--- src/rtl/up_down_count_pkg.sv ---
// Shared types for the up/down counter monitor.
//   state_e : monitor FSM states
//   step_e  : classification of one observed step (prev -> current)
//   ERR_*   : values reported on err_code
package up_down_count_pkg;

  typedef enum logic [2:0] {
    IDLE    = 3'd0,
    SYNC    = 3'd1,
    LOCK_UP = 3'd2,
    LOCK_DN = 3'd3,
    ERR     = 3'd4
  } state_e;

  typedef enum logic [1:0] {
    STEP_UP  = 2'd0,
    STEP_DN  = 2'd1,
    STEP_ILL = 2'd2
  } step_e;

  localparam logic [1:0] ERR_NONE = 2'b00;
  localparam logic [1:0] ERR_OOR  = 2'b01;
  localparam logic [1:0] ERR_STEP = 2'b10;

endpackage

--- src/rtl/count_step_classifier.sv ---
// Combinational classifier for one step of a 0..MAX up/down counter.
// Ports:
//   prev_i    : previous (in-range) counter value
//   cur_i     : current sample
//   step_o    : STEP_UP / STEP_DN / STEP_ILL
//   oor_o     : current sample is above MAX
//   wrap_up_o : legal up step MAX -> 0
//   wrap_dn_o : legal down step 0 -> MAX
// The wrap points are compared explicitly because MAX+1 is generally not a
// power of two, so plain WIDTH-bit modular arithmetic would be wrong.
module count_step_classifier
  import up_down_count_pkg::*;
#(
  parameter int WIDTH = 4,
  parameter int MAX   = 8
) (
  input  logic [WIDTH-1:0] prev_i,
  input  logic [WIDTH-1:0] cur_i,
  output step_e            step_o,
  output logic             oor_o,
  output logic             wrap_up_o,
  output logic             wrap_dn_o
);

  localparam logic [WIDTH-1:0] MAX_V  = WIDTH'(MAX);
  localparam logic [WIDTH-1:0] ZERO_V = WIDTH'(0);
  localparam logic [WIDTH-1:0] ONE_V  = WIDTH'(1);

  logic [WIDTH-1:0] up_next_s;
  logic [WIDTH-1:0] dn_next_s;

  // Expected successor values in each direction, then classification.
  always_comb begin
    up_next_s = (prev_i == MAX_V)  ? ZERO_V : (prev_i + ONE_V);
    dn_next_s = (prev_i == ZERO_V) ? MAX_V  : (prev_i - ONE_V);
    oor_o     = (cur_i > MAX_V);
    step_o    = STEP_ILL;
    wrap_up_o = 1'b0;
    wrap_dn_o = 1'b0;
    if (cur_i == up_next_s) begin
      step_o    = STEP_UP;
      wrap_up_o = (prev_i == MAX_V);
    end else if (cur_i == dn_next_s) begin
      step_o    = STEP_DN;
      wrap_dn_o = (prev_i == ZERO_V);
    end else begin
      step_o    = STEP_ILL;
    end
  end

endmodule

--- src/rtl/up_down_count_monitor.sv ---
// Passive monitor for a 0..MAX up/down counter bus.
// Ports:
//   clk        : rising-edge clock shared with the observed counter
//   rst        : asynchronous active-low reset
//   sample_en  : count_in is valid this cycle
//   count_in   : observed counter value
//   clr_err    : clear error and resynchronise (wins over a same-cycle sample)
//   dir        : last legal step direction (1 = up)
//   dir_valid  : monitor is locked to a direction
//   dir_change : pulse on a legal reversal between the two lock states
//   wrap_up    : pulse on a legal MAX -> 0 step
//   wrap_dn    : pulse on a legal 0 -> MAX step
//   wrap_count : saturating count of all wraps
//   err        : sticky error flag
//   err_code   : cause of the first error (ERR_OOR / ERR_STEP)
// All outputs are registered and reflect a sample one clock after it.
module up_down_count_monitor
  import up_down_count_pkg::*;
#(
  parameter int WIDTH = 4,
  parameter int MAX   = 8,
  parameter int WRAPW = 8
) (
  input  logic             clk,
  input  logic             rst,
  input  logic             sample_en,
  input  logic [WIDTH-1:0] count_in,
  input  logic             clr_err,
  output logic             dir,
  output logic             dir_valid,
  output logic             dir_change,
  output logic             wrap_up,
  output logic             wrap_dn,
  output logic [WRAPW-1:0] wrap_count,
  output logic             err,
  output logic [1:0]       err_code
);

  if ((MAX < 2) || (MAX > (2 ** WIDTH) - 1)) begin : g_bad_max
    $error("up_down_count_monitor: MAX out of range for WIDTH");
  end

  state_e           state_q;
  logic [WIDTH-1:0] prev_q;
  logic             dir_q;
  logic             dir_valid_q;
  logic             dir_change_q;
  logic             wrap_up_q;
  logic             wrap_dn_q;
  logic [WRAPW-1:0] wrap_count_q;
  logic [WRAPW-1:0] wrap_count_d;
  logic             err_q;
  logic [1:0]       err_code_q;

  step_e            step_s;
  logic             oor_s;
  logic             cls_wrap_up_s;
  logic             cls_wrap_dn_s;

  count_step_classifier #(
    .WIDTH (WIDTH),
    .MAX   (MAX)
  ) u_classifier (
    .prev_i    (prev_q),
    .cur_i     (count_in),
    .step_o    (step_s),
    .oor_o     (oor_s),
    .wrap_up_o (cls_wrap_up_s),
    .wrap_dn_o (cls_wrap_dn_s)
  );

  // Saturating successor of the wrap counter.
  always_comb begin
    if (wrap_count_q == {WRAPW{1'b1}}) begin
      wrap_count_d = wrap_count_q;
    end else begin
      wrap_count_d = wrap_count_q + WRAPW'(1);
    end
  end

  // Monitor FSM with all output registers.
  always_ff @(posedge clk or negedge rst) begin
    if (!rst) begin
      state_q      <= IDLE;
      prev_q       <= '0;
      dir_q        <= 1'b0;
      dir_valid_q  <= 1'b0;
      dir_change_q <= 1'b0;
      wrap_up_q    <= 1'b0;
      wrap_dn_q    <= 1'b0;
      wrap_count_q <= '0;
      err_q        <= 1'b0;
      err_code_q   <= ERR_NONE;
    end else begin
      dir_change_q <= 1'b0;
      wrap_up_q    <= 1'b0;
      wrap_dn_q    <= 1'b0;
      if (clr_err) begin
        state_q     <= IDLE;
        dir_valid_q <= 1'b0;
        err_q       <= 1'b0;
        err_code_q  <= ERR_NONE;
      end else if (sample_en) begin
        case (state_q)
          IDLE: begin
            if (oor_s) begin
              state_q     <= ERR;
              dir_valid_q <= 1'b0;
              err_q       <= 1'b1;
              err_code_q  <= ERR_OOR;
            end else begin
              state_q     <= SYNC;
              prev_q      <= count_in;
              dir_valid_q <= 1'b0;
            end
          end
          SYNC, LOCK_UP, LOCK_DN: begin
            if (oor_s) begin
              state_q     <= ERR;
              dir_valid_q <= 1'b0;
              err_q       <= 1'b1;
              err_code_q  <= ERR_OOR;
            end else if (step_s == STEP_ILL) begin
              state_q     <= ERR;
              dir_valid_q <= 1'b0;
              err_q       <= 1'b1;
              err_code_q  <= ERR_STEP;
            end else begin
              prev_q       <= count_in;
              dir_q        <= (step_s == STEP_UP);
              dir_valid_q  <= 1'b1;
              state_q      <= (step_s == STEP_UP) ? LOCK_UP : LOCK_DN;
              // A reversal only counts between the two locked states.
              dir_change_q <= ((state_q == LOCK_UP) && (step_s == STEP_DN)) ||
                              ((state_q == LOCK_DN) && (step_s == STEP_UP));
              wrap_up_q    <= cls_wrap_up_s;
              wrap_dn_q    <= cls_wrap_dn_s;
              if (cls_wrap_up_s || cls_wrap_dn_s) begin
                wrap_count_q <= wrap_count_d;
              end else begin
                wrap_count_q <= wrap_count_q;
              end
            end
          end
          ERR: begin
            // Samples are ignored until clr_err.
            state_q <= ERR;
          end
          default: begin
            state_q     <= IDLE;
            dir_valid_q <= 1'b0;
          end
        endcase
      end else begin
        state_q <= state_q;
      end
    end
  end

  assign dir        = dir_q;
  assign dir_valid  = dir_valid_q;
  assign dir_change = dir_change_q;
  assign wrap_up    = wrap_up_q;
  assign wrap_dn    = wrap_dn_q;
  assign wrap_count = wrap_count_q;
  assign err        = err_q;
  assign err_code   = err_code_q;

endmodule

--- config.mk ---
export PLATFORM = sky130hd
export DESIGN_NAME = up_down_count_monitor
export DESIGN_NICKNAME = d
export VERILOG_FILES = /design/src/rtl/up_down_count_pkg.sv /design/src/rtl/count_step_classifier.sv /design/src/rtl/up_down_count_monitor.sv
export SDC_FILE = /design/constraint.sdc
export NUM_CORES = 1
export LEC_CHECK = 0
export ABC_CLOCK_PERIOD_IN_PS = 2400
export CAP_MARGIN = 10
export CELL_PAD_IN_SITES_DETAIL_PLACEMENT = 1
export CELL_PAD_IN_SITES_GLOBAL_PLACEMENT = 1
export CORE_UTILIZATION = 36
export CTS_BUF_LIST = sky130_fd_sc_hd__clkbuf_8 sky130_fd_sc_hd__clkbuf_16
export DETAILED_ROUTE_END_ITERATION = 10
export PLACE_DENSITY = 0.84
export SETUP_SLACK_MARGIN = 0.02
export SLEW_MARGIN = 20
export SYNTH_ARGS = -nofsm -noshare
export SYNTH_HDL_FRONTEND = slang
export SYNTH_SLANG_ARGS = --single-unit
--- constraint.sdc ---
create_clock -name clk -period 2.4 [get_ports clk]
set_input_delay 0.72 -clock clk [delete_from_list [all_inputs] [get_ports clk]]
set_output_delay 0.72 -clock clk [all_outputs]
set_load 0.005 [all_outputs]
Word-level counts from Yosys, hierarchy flattened:

Index checks and enable logic that the tools add are counted.

* add/sub/neg operators: 3
* magnitude comparators: 1
* eq/ne operators: 16
* mux-type cells: 50
* bitwise gates (word level): 4
* reduce and logical (&&, ||, !) cells: 16

Operators with widths (count)
* 1-bit two-way mux: 28
* 4-bit two-way mux: 5
* 3-bit two-way mux: 5
* 2-bit two-way mux: 7
* 3-bit case mux with 3 select lines: 1
* 8-bit by 1-bit adder with 8-bit output, second input constant: 1
* 4-bit equality test: 2
* 8-bit equality test, second input constant: 1
* 2-bit inequality test, second input constant: 4
* 4-bit case mux with 2 select lines: 1
* 7-bit AND reduction: 1
* 3-bit by 2-bit equality test with 1-bit output, second input constant: 2
* 6-bit AND reduction: 1
* 5-bit AND reduction: 1
* 4-bit by 1-bit adder with 4-bit output, second input constant: 1
* 4-bit equality test, second input constant: 1
* 4-bit > comparator, second input constant: 1
* 4-bit logical NOT: 1
* 4-bit inequality test, second input constant: 1
* 1-bit NOT: 4
* 1-bit case mux with 2 select lines: 2
* 2-bit case mux with 2 select lines: 1
* 4-bit AND reduction: 1
* 2-bit nonzero test: 2
* 13 further kinds: 15

* flip-flop bits (word level): 23
* input port bits: 8
* output and inout bits: 16
* logic and storage cells: 100

Depth between registers and ports, before layout:

Gate-level depths: netlist of the first run.

* depth after elaboration: 13
* mapped depth: 12
* depth with buffers taken out: 9

By module:

From an unflattened synthesis of the first run, not the netlist that was laid out.

* cell total of the unflattened synthesis: 133
* area total of the unflattened synthesis: 1331.3 µm²

By module, submodules not included
* up_down_count_monitor: instances 1, cells each 88, area each 1019.7 µm², sequential area each 575.6 µm²
* count_step_classifier: instances 1, cells each 45, area each 311.5 µm², sequential area each 0.0 µm²

Worst setup path after synthesis of the first run:

No wires, ideal clock.

* kind: input-to-reg
* start point: input count_in[0]
* end point: register wrap_count_q[1], in the netlist wrap_count[1]
* library setup time: 125 ps
* arrival time: 2616 ps
* required time: 2275 ps
* setup slack: -341 ps
* stages on the path: 8
* path buffers: 2
* path through: buf_6 -> o31a_1 -> or4_4 -> a311oi_1 -> nor4b_2 -> a31o_1 -> buf_6 -> mux2_2

* longest elaborated chain between the ends: 6
* elaborated cells between the ends (all ways): 13
* those cells by class: order compare (1); eq/ne (3); mux (5); bitwise (2); reduce/logical (2)

RTL lines
* start: declaration: RTL line up_down_count_monitor.sv:27 `input logic [WIDTH-1:0] count_in,`
* 4-bit equality test: RTL line count_step_classifier.sv:43 `end else if (cur_i == dn_next_s) begin`
* 2-bit two-way mux: RTL line count_step_classifier.sv:43
* 2-bit two-way mux: RTL line count_step_classifier.sv:40 `if (cur_i == up_next_s) begin`
* 2-bit equality test: RTL line up_down_count_monitor.sv:123 `end else if (step_s == STEP_ILL) begin`
* 1-bit NOT (no line)
* 7-bit AND reduction (no line) (*)
* end signal: assignment: RTL line up_down_count_monitor.sv:139 `wrap_count_q <= wrap_count_d;`
* end signal: assignment: RTL line up_down_count_monitor.sv:141 `wrap_count_q <= wrap_count_q;`
* end: declaration: RTL line up_down_count_monitor.sv:50 `logic [WRAPW-1:0] wrap_count_q;`

Every way passes the cells marked *; elsewhere a longest branch is shown, timed or not.
A chain may end at the register's enable or synchronous reset.

Worst setup path after layout of the first run:

* start point: input count_in[0]
* end point: register wrap_count_q[2], in the netlist wrap_count[2]

The elaborated chain is that of the path after synthesis.

==> results of run 1 <==
[layout make-up]
cell class | count | area (um^2)
Inverter | 6 | 22.52
Sequential cell | 23 | 575.6
Clock inverter | 1 | 5.005
Multi-Input combinational cell | 102 | 938.4
Tap cell | 48 | 60.06
Fill cell | 412 | 1562
Timing Repair Buffer | 56 | 484.2
Clock buffer | 3 | 41.29
[synthesized netlist by cell type (all sizes together), types with 3 or more instances]
library cell | number | share of area [%]
xnor2 | 9 | 5.7
buf | 5 | 2.7
a21oi | 5 | 1.8
nor2 | 9 | 2.4
mux2 | 5 | 4.1
inv | 6 | 1.6
o22ai | 3 | 1.4
o21ai | 5 | 1.8
dfrtp | 23 | 41
nand2b | 5 | 2.4
xor2 | 5 | 3.2
and3 | 4 | 1.8
nand2 | 8 | 2.2
clkbuf | 3 | 0.81
ha | 3 | 2.7
nor3 | 4 | 1.4
[layer usage]
| metal | vias to the layer above | GRT usage [%] | part of all wire, % |
|---|---|---|---|
| li1 | 603 | - | - |
| met1 | 656 | 25.08 | 41 |
| met2 | 26 | 42.02 | 55 |
| met3 | 11 | 3.036 | 2.2 |
| met4 | 0 | 9.943 | 2.2 |
| met5 | - | 0 | 0 |
[through the flow]
stage / instances / instance area (um^2) / TNS [ns] / utilization, % / total power (uW)
final: 239 / 2127 / -0.8268 / 57.67 / 1509
after global routing: 239 / 2127 / -1.724 / 57.67 / 1589
after CTS: 236 / 1952 / -1.712 / 52.92 / 1335
after detailed placement: 231 / 1876 / -12.56 / 50.85 / 1060
after global placement: 231 / 1876 / -10.45 / 50.85 / 1015
after floorplan: 139 / 1426 / -1.413 / - / 809.0
[worst max-delay path, stage by stage]
cell and delay (ns):
buf_8 0.10, o31a_1 0.32, or4_4 0.46, a311oi_4 0.33, nor4b_4 0.27, a31o_4 0.18
buf_4 0.12, nand2_1 0.06, xnor2_1 0.12
[repair_timing]
| action | CTS | global route |
|---|---|---|
| gates resized for setup | 26 | 32 |
| pin swaps | 10 | 17 |
| endpoints found under the hold margin | 0 | 0 |
| setup endpoints to repair | 21 | 20 |
| setup buffers | 1 | 4 |
| cloned | 0 | 0 |
[cell families after synthesis]
| family | count (synthesis) | synth area share [%] |
|---|---|---|
| AND/OR/NAND/NOR | 48 | 21.10 |
| AO/OA/AOI/OAI | 31 | 15.96 |
| flip-flops | 23 | 41.48 |
| multiplexers | 6 | 4.779 |
| adder cells (fa/ha/maj) | 3 | 2.705 |
| buffers and inverters | 14 | 5.139 |
| XOR/XNOR | 14 | 8.837 |
[where the power goes]
group,internal [uW],switching [uW],leakage (uW),total (uW)
logic,404,409,0.000577,813
registers,419,29.1,0.000310,448
clock network,116,132,0.0000255,248
total,940,570,0.000913,1510
[path summary, 6_finish.rpt]
| path | from | end | slack (ns) | depth (start not counted) |
|---|---|---|---|---|
| min in group asynchronous | rst | err_code[1] | 0.82 | 2 |
| max | count_in[0] | wrap_count[2] | -0.13 | 9 |
| max reg2reg | prev_q[1] | prev_q[3] | -0.03 | 9 |
| max in group asynchronous | rst | wrap_count[0] | 1.35 | 2 |
| min | wrap_count[6] | wrap_count[6] | 0.50 | 1 |
| min reg2reg | wrap_count[6] | wrap_count[6] | 0.50 | 1 |
[state kept, by name, summed over array words and instances (netlist names)]
| name | flops |
|---|---|
| wrap_count | 8 |
| prev_q | 4 |
| state_q | 3 |
| err_code | 2 |
| dir | 1 |
| dir_change | 1 |
| dir_valid | 1 |
| err | 1 |
| wrap_dn | 1 |
| wrap_up | 1 |
==> results.py, run 1 <==
metrics = {
    "status": {
        "status": "finished, violations left",
        "violations": "setup timing",
    },
    "timing": {
        "slew_violations": 0,
        "final.min_clock_period_ns": 2.527,
        "slew_headroom_pct": 71.83,
        "fin_hold_ws_ns": 0.5023,
        "finalSetupViolations": 12,
        "max_freq_ghz": 0.3958,
        "hold_viol": 0,
        "period_share_pct": 105.3,
        "worst_pin_slew_ns": 0.4194,
        "rsz0062_at_grt": "true",
        "clock_skew_ns": 0.007112,
        "setup_ws_ns": -0.1265,
    },
    "detailed_routing": {
        "drc": 0,
        "routed_wl_um": 4531,
        "drt_iter0_drc": 31,
        "antenna_left": 0,
        "vias": 1296,
        "firstDrtPassIters": 4,
        "wl_per_cell_um": 18.96,
        "vias_per_cell": 5.423,
    },
    "synthesis": {
        "synthArstFlopShare_pct": 100.0,
        "synth_edf_count": 0,
        "syn_avg_cell_area_um2": 9.983,
        "syn_area_um2": 1388,
        "synthFlopType": "dfrtp_1",
        "yosysSeqAreaShare_pct": 41.48,
        "ys.warnings.count": 0,
        "synth.ff_latch_count": 23,
        "ys_types": 50,
        "synthCells": 139,
        "syn-num-nets": 150,
    },
    "setup_path": {
        "critPathRequiredTime_ns": 2.56,
        "endpoint_kind": "flop",
        "arrival_ns": 2.68,
        "start_kind": "input pin",
        "critPathKind": "input pin to flop",
        "crit_fanout": 7,
    },
    "cts": {
        "cts_tree": "done",
        "ctsHoldBuffers": 0,
        "worstSkewPairLatency_ns": 0.27,
        "cts.path.max_buffers": 2,
        "cts.sinks": 23,
        "cts-buffers-inserted": 3,
        "cts_root_buffer": "clkbuf_8",
        "h-tree-depth": 1,
        "path_clk_slew_ns": 0.08,
    },
    "final_layout": {
        "layout_common_cells": "buf_4, dfrtp_1, clkdlybuf4s50_1",
        "syn2layout_area_growth_pct": 53.29,
        "layout.nets": 203,
        "num_antenna_cells": 0,
        "final_common_cell": "buf_4",
        "drive_gt1_share_pct": 38.22,
    },
    "power": {
        "p_leak_uw": 0.0009127,
        "vdd_drop_max_mv": 0.3031,
        "p_per_area_nw_per_um2": 709.6,
    },
    "flow_run": {
        "maxCapViolCount": 0,
    },
    "die": {
        "die_area_um2": 4107,
        "rows": 22,
        "die_w_um": 64.09,
        "core_um2": 3689,
        "initial_core_util_pct": 37.62,
        "die_h_um": 64.09,
        "io_pins": 24,
    },
    "placement": {
        "pre_cts_ws_ns": -0.8943,
        "numPortBuffers": 23,
        "place_congestion": 0.7875,
        "dp_hpwl_um": 3049,
    },
    "global_routing": {
        "track_usage_pct": 22.51,
        "grt_max_degree": 24,
        "grt_pass1_vias": 1415,
        "antenna_found_initial": 0,
        "grt_pass1_wl_um": 6989,
        "gr-total-overflow": 0,
    },
    "hold_path": {
        "hold_class": "flop to flop",
    },
}
No activity file was read; power rests on OpenSTA's default activity.
==> inputs of run 2 (changes only) <==
--- a/config.mk
+++ b/config.mk
@@ -9,10 +9,11 @@
 export CAP_MARGIN = 10
 export CELL_PAD_IN_SITES_DETAIL_PLACEMENT = 1
 export CELL_PAD_IN_SITES_GLOBAL_PLACEMENT = 1
-export CORE_UTILIZATION = 36
+export CORE_ASPECT_RATIO = 1.5
+export CORE_UTILIZATION = 35
 export CTS_BUF_LIST = sky130_fd_sc_hd__clkbuf_8 sky130_fd_sc_hd__clkbuf_16
 export DETAILED_ROUTE_END_ITERATION = 10
-export PLACE_DENSITY = 0.84
+export PLACE_DENSITY = 0.83
 export SETUP_SLACK_MARGIN = 0.02
 export SLEW_MARGIN = 20
 export SYNTH_ARGS = -nofsm -noshare
==> run 2 against run 1 <==
Net effect:
- utilization increased by 3.1 points
- critical path depth unchanged
- sequential cell count unchanged
- the flow still finishes with violations (setup timing)
- worst hold slack got worse by 0.0025 ns
- total power increased by 9.5%
==> results.py, run 2 (synthesized netlist as in run 1, its figures left out) <==
metrics = {
    "status": {
        "status": "finished, violations left",
        "violations": "setup timing",
    },
    "timing": {
        "period_share_pct": 109.2,
        "slew_headroom_pct": 64.10,
        "worst_pin_slew_ns": 0.5340,
        "max_freq_ghz": 0.3815,
        "slew_violations": 0,
        "finalSetupViolations": 12,
        "clock_skew_ns": 0.003730,
        "rsz0062_at_grt": "true",
        "hold_viol": 0,
        "setup_ws_ns": -0.2210,
        "final.min_clock_period_ns": 2.621,
    },
    "setup_path": {
        "start_kind": "input pin",
        "reg2reg_from": "prev_q[1]",
        "arrival_ns": 2.81,
        "crit_fanout": 4,
        "crit_family": "simple AND/OR/NAND/NOR gates",
        "critical-path-max-stage-delay_ns": 0.45,
        "r2r-end": "wrap_count[7]",
        "crit_path_top_delay_cell": "or4_4",
        "endpoint_kind": "flop",
        "cp_num_buf_inv": 2,
        "crit_chain": "buf_6 -> o31a_1 -> or4_4 -> a311oi_2 -> nor4b_4 -> a31o_1 -> buf_6 -> nand4_1 -> xnor2_1",
        "critPathRequiredTime_ns": 2.59,
        "critPathMostFrequentCell": "buf_6",
        "r2r_cells": 12,
        "rrSetupSlack_ns": -0.12,
        "critPathKind": "input pin to flop",
    },
    "die": {
        "io_pins": 24,
        "rows": 27,
        "die_w_um": 53.41,
        "initial_core_util_pct": 37.34,
        "die_h_um": 79.12,
        "core_um2": 3716,
        "die_area_um2": 4226,
    },
    "hold_path": {
        "whs_endpoint": "wrap_count[6]",
        "hp-start": "wrap_count[6]",
        "hold_class": "flop to flop",
        "hold_depth": 1,
    },
    "final_layout": {
        "num_antenna_cells": 0,
        "fin_area_um2": 2257,
        "layout_common_cells": "buf_4, dfrtp_1, clkdlybuf4s50_1",
        "syn2layout_area_growth_pct": 62.67,
        "layoutNonFillerInstCount": 246,
        "final_common_cell": "buf_4",
        "largest_reg_flops": 8,
        "layout.nets": 215,
        "drive_gt1_share_pct": 42.36,
    },
    "detailed_routing": {
        "routed_wl_um": 5123,
        "firstDrtPassIters": 4,
        "wl_per_cell_um": 20.83,
        "drc": 0,
        "drt_iter0_drc": 13,
        "vias": 1383,
        "vias_per_cell": 5.622,
        "antenna_left": 0,
    },
    "global_routing": {
        "grt_pass1_wl_um": 7769,
        "grt_max_degree": 24,
        "track_usage_pct": 25.93,
        "antenna_found_initial": 0,
        "grt_pass1_vias": 1614,
        "gr-total-overflow": 0,
    },
    "cts": {
        "h-tree-depth": 1,
        "path_clk_slew_ns": 0.08,
        "worstSkewPairLatency_ns": 0.27,
        "cts-buffers-inserted": 3,
        "cts_root_buffer": "clkbuf_8",
        "ctsHoldBuffers": 0,
        "cts.sinks": 23,
        "cts_tree": "done",
        "cts.path.max_buffers": 2,
    },
    "placement": {
        "placed_area_um2": 1869,
        "numPortBuffers": 23,
        "place_congestion": 0.8542,
        "place_inst": 226,
        "dp_hpwl_um": 3007,
        "pre_cts_ws_ns": -0.7697,
    },
    "power": {
        "vdd_drop_max_mv": 0.4835,
        "p_per_area_nw_per_um2": 732.0,
        "p_leak_uw": 0.0009847,
        "total_power_uw": 1652,
    },
    "flow_run": {
        "maxCapViolCount": 0,
    },
}
-- run 2: layer usage --
metal  part of all wire (%)  wire length (um)  track usage [%]
met5                      0                 0                0
met4                    3.6               182            15.26
met3                    2.3               118            3.831
met2                     59              3032            50.00
met1                     35              1789            23.54
-- run 2: how the worst max path moves through the flow --
| stage | from | cells past startpoint | to |
|---|---|---|---|
| after floorplan | count_in[0] | 8 | wrap_count[1] |
| after detailed placement | count_in[2] | 9 | wrap_count[7] |
| after global routing | count_in[1] | 9 | wrap_count[7] |
| after CTS | count_in[0] | 9 | wrap_count[7] |
| final | count_in[1] | 9 | wrap_count[7] |
| after global placement | count_in[1] | 9 | wrap_count[6] |
-- run 2: power by group --
group	switching [uW]	total (uW)	internal, uW	leakage, uW
logic	461	948	487	0.000648
clock network	131	246	115	0.0000269
registers	38.9	458	419	0.000310
-- run 2: worst reg2reg max path: cells and delay by family, from the launching register on --
kind	cells	cell delay [ns]
xor gates and xnor gates	2	0.38
and+or+nand+nor	3	0.60
DFF	1	0.44
AOI/OAI and AO/OA	2	0.31
buffers and inverters	5	0.69
-- run 2: layout make-up --
type | count | area [um^2]
well taps | 43 | 53.80
clock buffers | 3 | 41.29
clock inverters | 1 | 3.754
inverters | 6 | 22.52
multi-input cells | 102 | 960.9
fillers | 401 | 1459
repair buffers | 68 | 599.3
flip-flops and latches | 23 | 575.6
-- run 2: per-stage QoR --
stage               TNS, ns  util, %  hold WS (ns)
floorplan            -1.413        -        0.4244
finish               -1.100    60.74        0.4998
global placement     -10.36    50.30        0.4816
CTS                 -0.9637    55.99        0.5105
global route         -2.087    60.74        0.5368
detailed placement   -11.60    50.30        0.4920
-- run 2: timing repair --
item	CTS	global route
endpoints found under the setup margin	21	20
gates resized for setup	38	27
pin swaps	16	14
buffers inserted	10	6
==> inputs of run 3 (changes only) <==
--- a/config.mk
+++ b/config.mk
@@ -12,6 +12,7 @@
 export CORE_ASPECT_RATIO = 1.5
 export CORE_UTILIZATION = 35
 export CTS_BUF_LIST = sky130_fd_sc_hd__clkbuf_8 sky130_fd_sc_hd__clkbuf_16
+export CTS_CLUSTER_DIAMETER = 150
 export DETAILED_ROUTE_END_ITERATION = 10
 export PLACE_DENSITY = 0.83
 export SETUP_SLACK_MARGIN = 0.02
@@ -19,3 +20,4 @@
 export SYNTH_ARGS = -nofsm -noshare
 export SYNTH_HDL_FRONTEND = slang
 export SYNTH_SLANG_ARGS = --single-unit
+export TNS_END_PERCENT = 20
==> run 3 against run 2 <==
Net effect:
- the flow still finishes with violations (setup timing)
- sequential power about the same
- die area is the same
- global-route usage fell by 2.9 points
- sequential share of layout area is 0.56 points higher
- largest power group unchanged
==> results.py, run 3 (synthesized netlist as in run 1, its figures left out) <==
metrics = {
    "die": {
        "core_um2": 3716,
        "die_h_um": 79.12,
        "initial_core_util_pct": 37.34,
        "die_area_um2": 4226,
        "io_pins": 24,
        "die_w_um": 53.41,
        "rows": 27,
    },
    "detailed_routing": {
        "wl_per_cell_um": 21.00,
        "vias_per_cell": 5.588,
        "vias": 1358,
        "routed_wl_um": 5103,
        "drc": 0,
        "drt_iter0_drc": 27,
        "antenna_left": 0,
        "firstDrtPassIters": 4,
    },
    "placement": {
        "place_congestion": 0.8052,
        "numPortBuffers": 23,
        "place_inst": 232,
        "dp_hpwl_um": 3199,
    },
    "timing": {
        "final.min_clock_period_ns": 2.543,
        "clock_skew_ns": 0.001977,
        "setup_ws_ns": -0.1430,
        "slew_headroom_pct": 65.83,
        "max_freq_ghz": 0.3932,
        "slew_violations": 0,
        "finalSetupViolations": 14,
        "period_share_pct": 106.0,
        "hold_viol": 0,
        "fin_tns_setup_ns": -1.250,
        "worst_pin_slew_ns": 0.5082,
        "rsz0062_at_grt": "true",
    },
    "cts": {
        "cts-buffers-inserted": 3,
        "cts.path.max_buffers": 2,
        "h-tree-depth": 1,
        "cts_tree": "done",
        "cts.sinks": 23,
        "cts_root_buffer": "clkbuf_8",
        "worstSkewPairLatency_ns": 0.26,
        "ctsHoldBuffers": 0,
        "path_clk_slew_ns": 0.08,
    },
    "global_routing": {
        "grt_pass1_vias": 1447,
        "grt_pass1_wl_um": 6962,
        "antenna_found_initial": 0,
        "gr-total-overflow": 0,
        "track_usage_pct": 23.01,
        "grt_max_degree": 16,
    },
    "final_layout": {
        "layoutNonFillerInstCount": 243,
        "num_antenna_cells": 0,
        "fillers": 392,
        "layout_common_cells": "buf_4, dfrtp_1, clkdlybuf4s50_1",
        "layout.nets": 212,
        "drive_gt1_share_pct": 43.50,
        "syn2layout_area_growth_pct": 59.15,
        "largest_reg_flops": 8,
        "multi_input_comb_area_um2": 952.2,
        "regArea_um2": 575.6,
        "final_common_cell": "buf_4",
    },
    "power": {
        "vdd_drop_max_mv": 0.4849,
        "total_power_uw": 1582,
        "p_per_area_nw_per_um2": 716.2,
        "p_leak_uw": 0.0009836,
    },
    "setup_path": {
        "rrSetupSlack_ns": -0.09,
        "crit_fanout": 5,
        "reg2reg_from": "prev_q[1]",
        "start_kind": "input pin",
        "endpoint_kind": "flop",
        "critPathRequiredTime_ns": 2.55,
        "arrival_ns": 2.69,
        "r2r_cells": 9,
        "critPathKind": "input pin to flop",
        "r2r-end": "prev_q[2]",
    },
    "hold_path": {
        "whs_endpoint": "wrap_count[6]",
        "hold_class": "flop to flop",
        "hold_depth": 1,
        "hp-start": "wrap_count[6]",
    },
    "status": {
        "status": "finished, violations left",
        "violations": "setup timing",
    },
    "flow_run": {
        "maxCapViolCount": 0,
    },
}
==> run 3: how the worst max path moves through the flow <==
| stage | start | endpoint | slack (ns) | depth (start not counted) |
|---|---|---|---|---|
| finish | count_in[0] | wrap_count[6] | -0.14 | 9 |
| global placement | count_in[1] | wrap_count[1] | -0.69 | 7 |
| CTS | count_in[0] | wrap_count[6] | -0.15 | 9 |
| global route | count_in[0] | wrap_count[6] | -0.21 | 9 |
| floorplan | count_in[0] | wrap_count[1] | -0.29 | 8 |
| detailed placement | count_in[1] | wrap_count[2] | -0.80 | 9 |
==> run 3: critical path: stages <==
cell and delay (ns):
buf_6 0.10, o31a_1 0.32, or4_4 0.45, a311oi_2 0.33, nor4b_4 0.26, a31o_4 0.17, buf_6 0.10, nand4_1 0.10
xnor2_1 0.15
==> run 3: power by group <==
group / total [uW] / leakage, uW / switching [uW] / internal [uW]
combinational: 893 / 0.000647 / 451 / 442
sequential: 458 / 0.000310 / 38.7 / 419
clock: 231 / 0.0000269 / 117 / 114
total: 1580 / 0.000984 / 607 / 975
==> run 3: what timing repair did <==
item	in CTS	in global routing
pin swaps	13	18
buffers inserted	4	5
gates resized for setup	26	36
endpoints found under the setup margin	21	19
==> run 3: final cells by class <==
type	instances	share of cell area, %
clock buffers	3	1.870
clock inverters	1	0.1700
inverters	6	1.020
multi-input cells	102	43.12
flip-flops and latches	23	26.06
well taps	43	2.436
repair buffers	65	25.33
==> run 3: per-stage QoR <==
| step | cell area, um^2 | utilization, % | worst slack [ns] | hold WS (ns) |
|---|---|---|---|---|
| after floorplan | 1398 | - | -0.2889 | 0.4244 |
| after global placement | 1892 | 50.91 | -0.6911 | 0.4822 |
| after detailed placement | 1892 | 50.91 | -0.7992 | 0.4828 |
| after CTS | 1998 | 53.77 | -0.1523 | 0.5062 |
| after global routing | 2208 | 59.43 | -0.2060 | 0.5271 |
| final | 2208 | 59.43 | -0.1430 | 0.4915 |
==> run 3: metal layers <==
| metal | share of wire (%) | up-vias | track usage (%) |
|---|---|---|---|
| met5 | 0 | - | 0 |
| li1 | - | 622 | - |
| met1 | 35 | 682 | 22.74 |
| met2 | 59 | 42 | 46.00 |
| met3 | 2.4 | 12 | 1.916 |
| met4 | 3.1 | 0 | 8.158 |
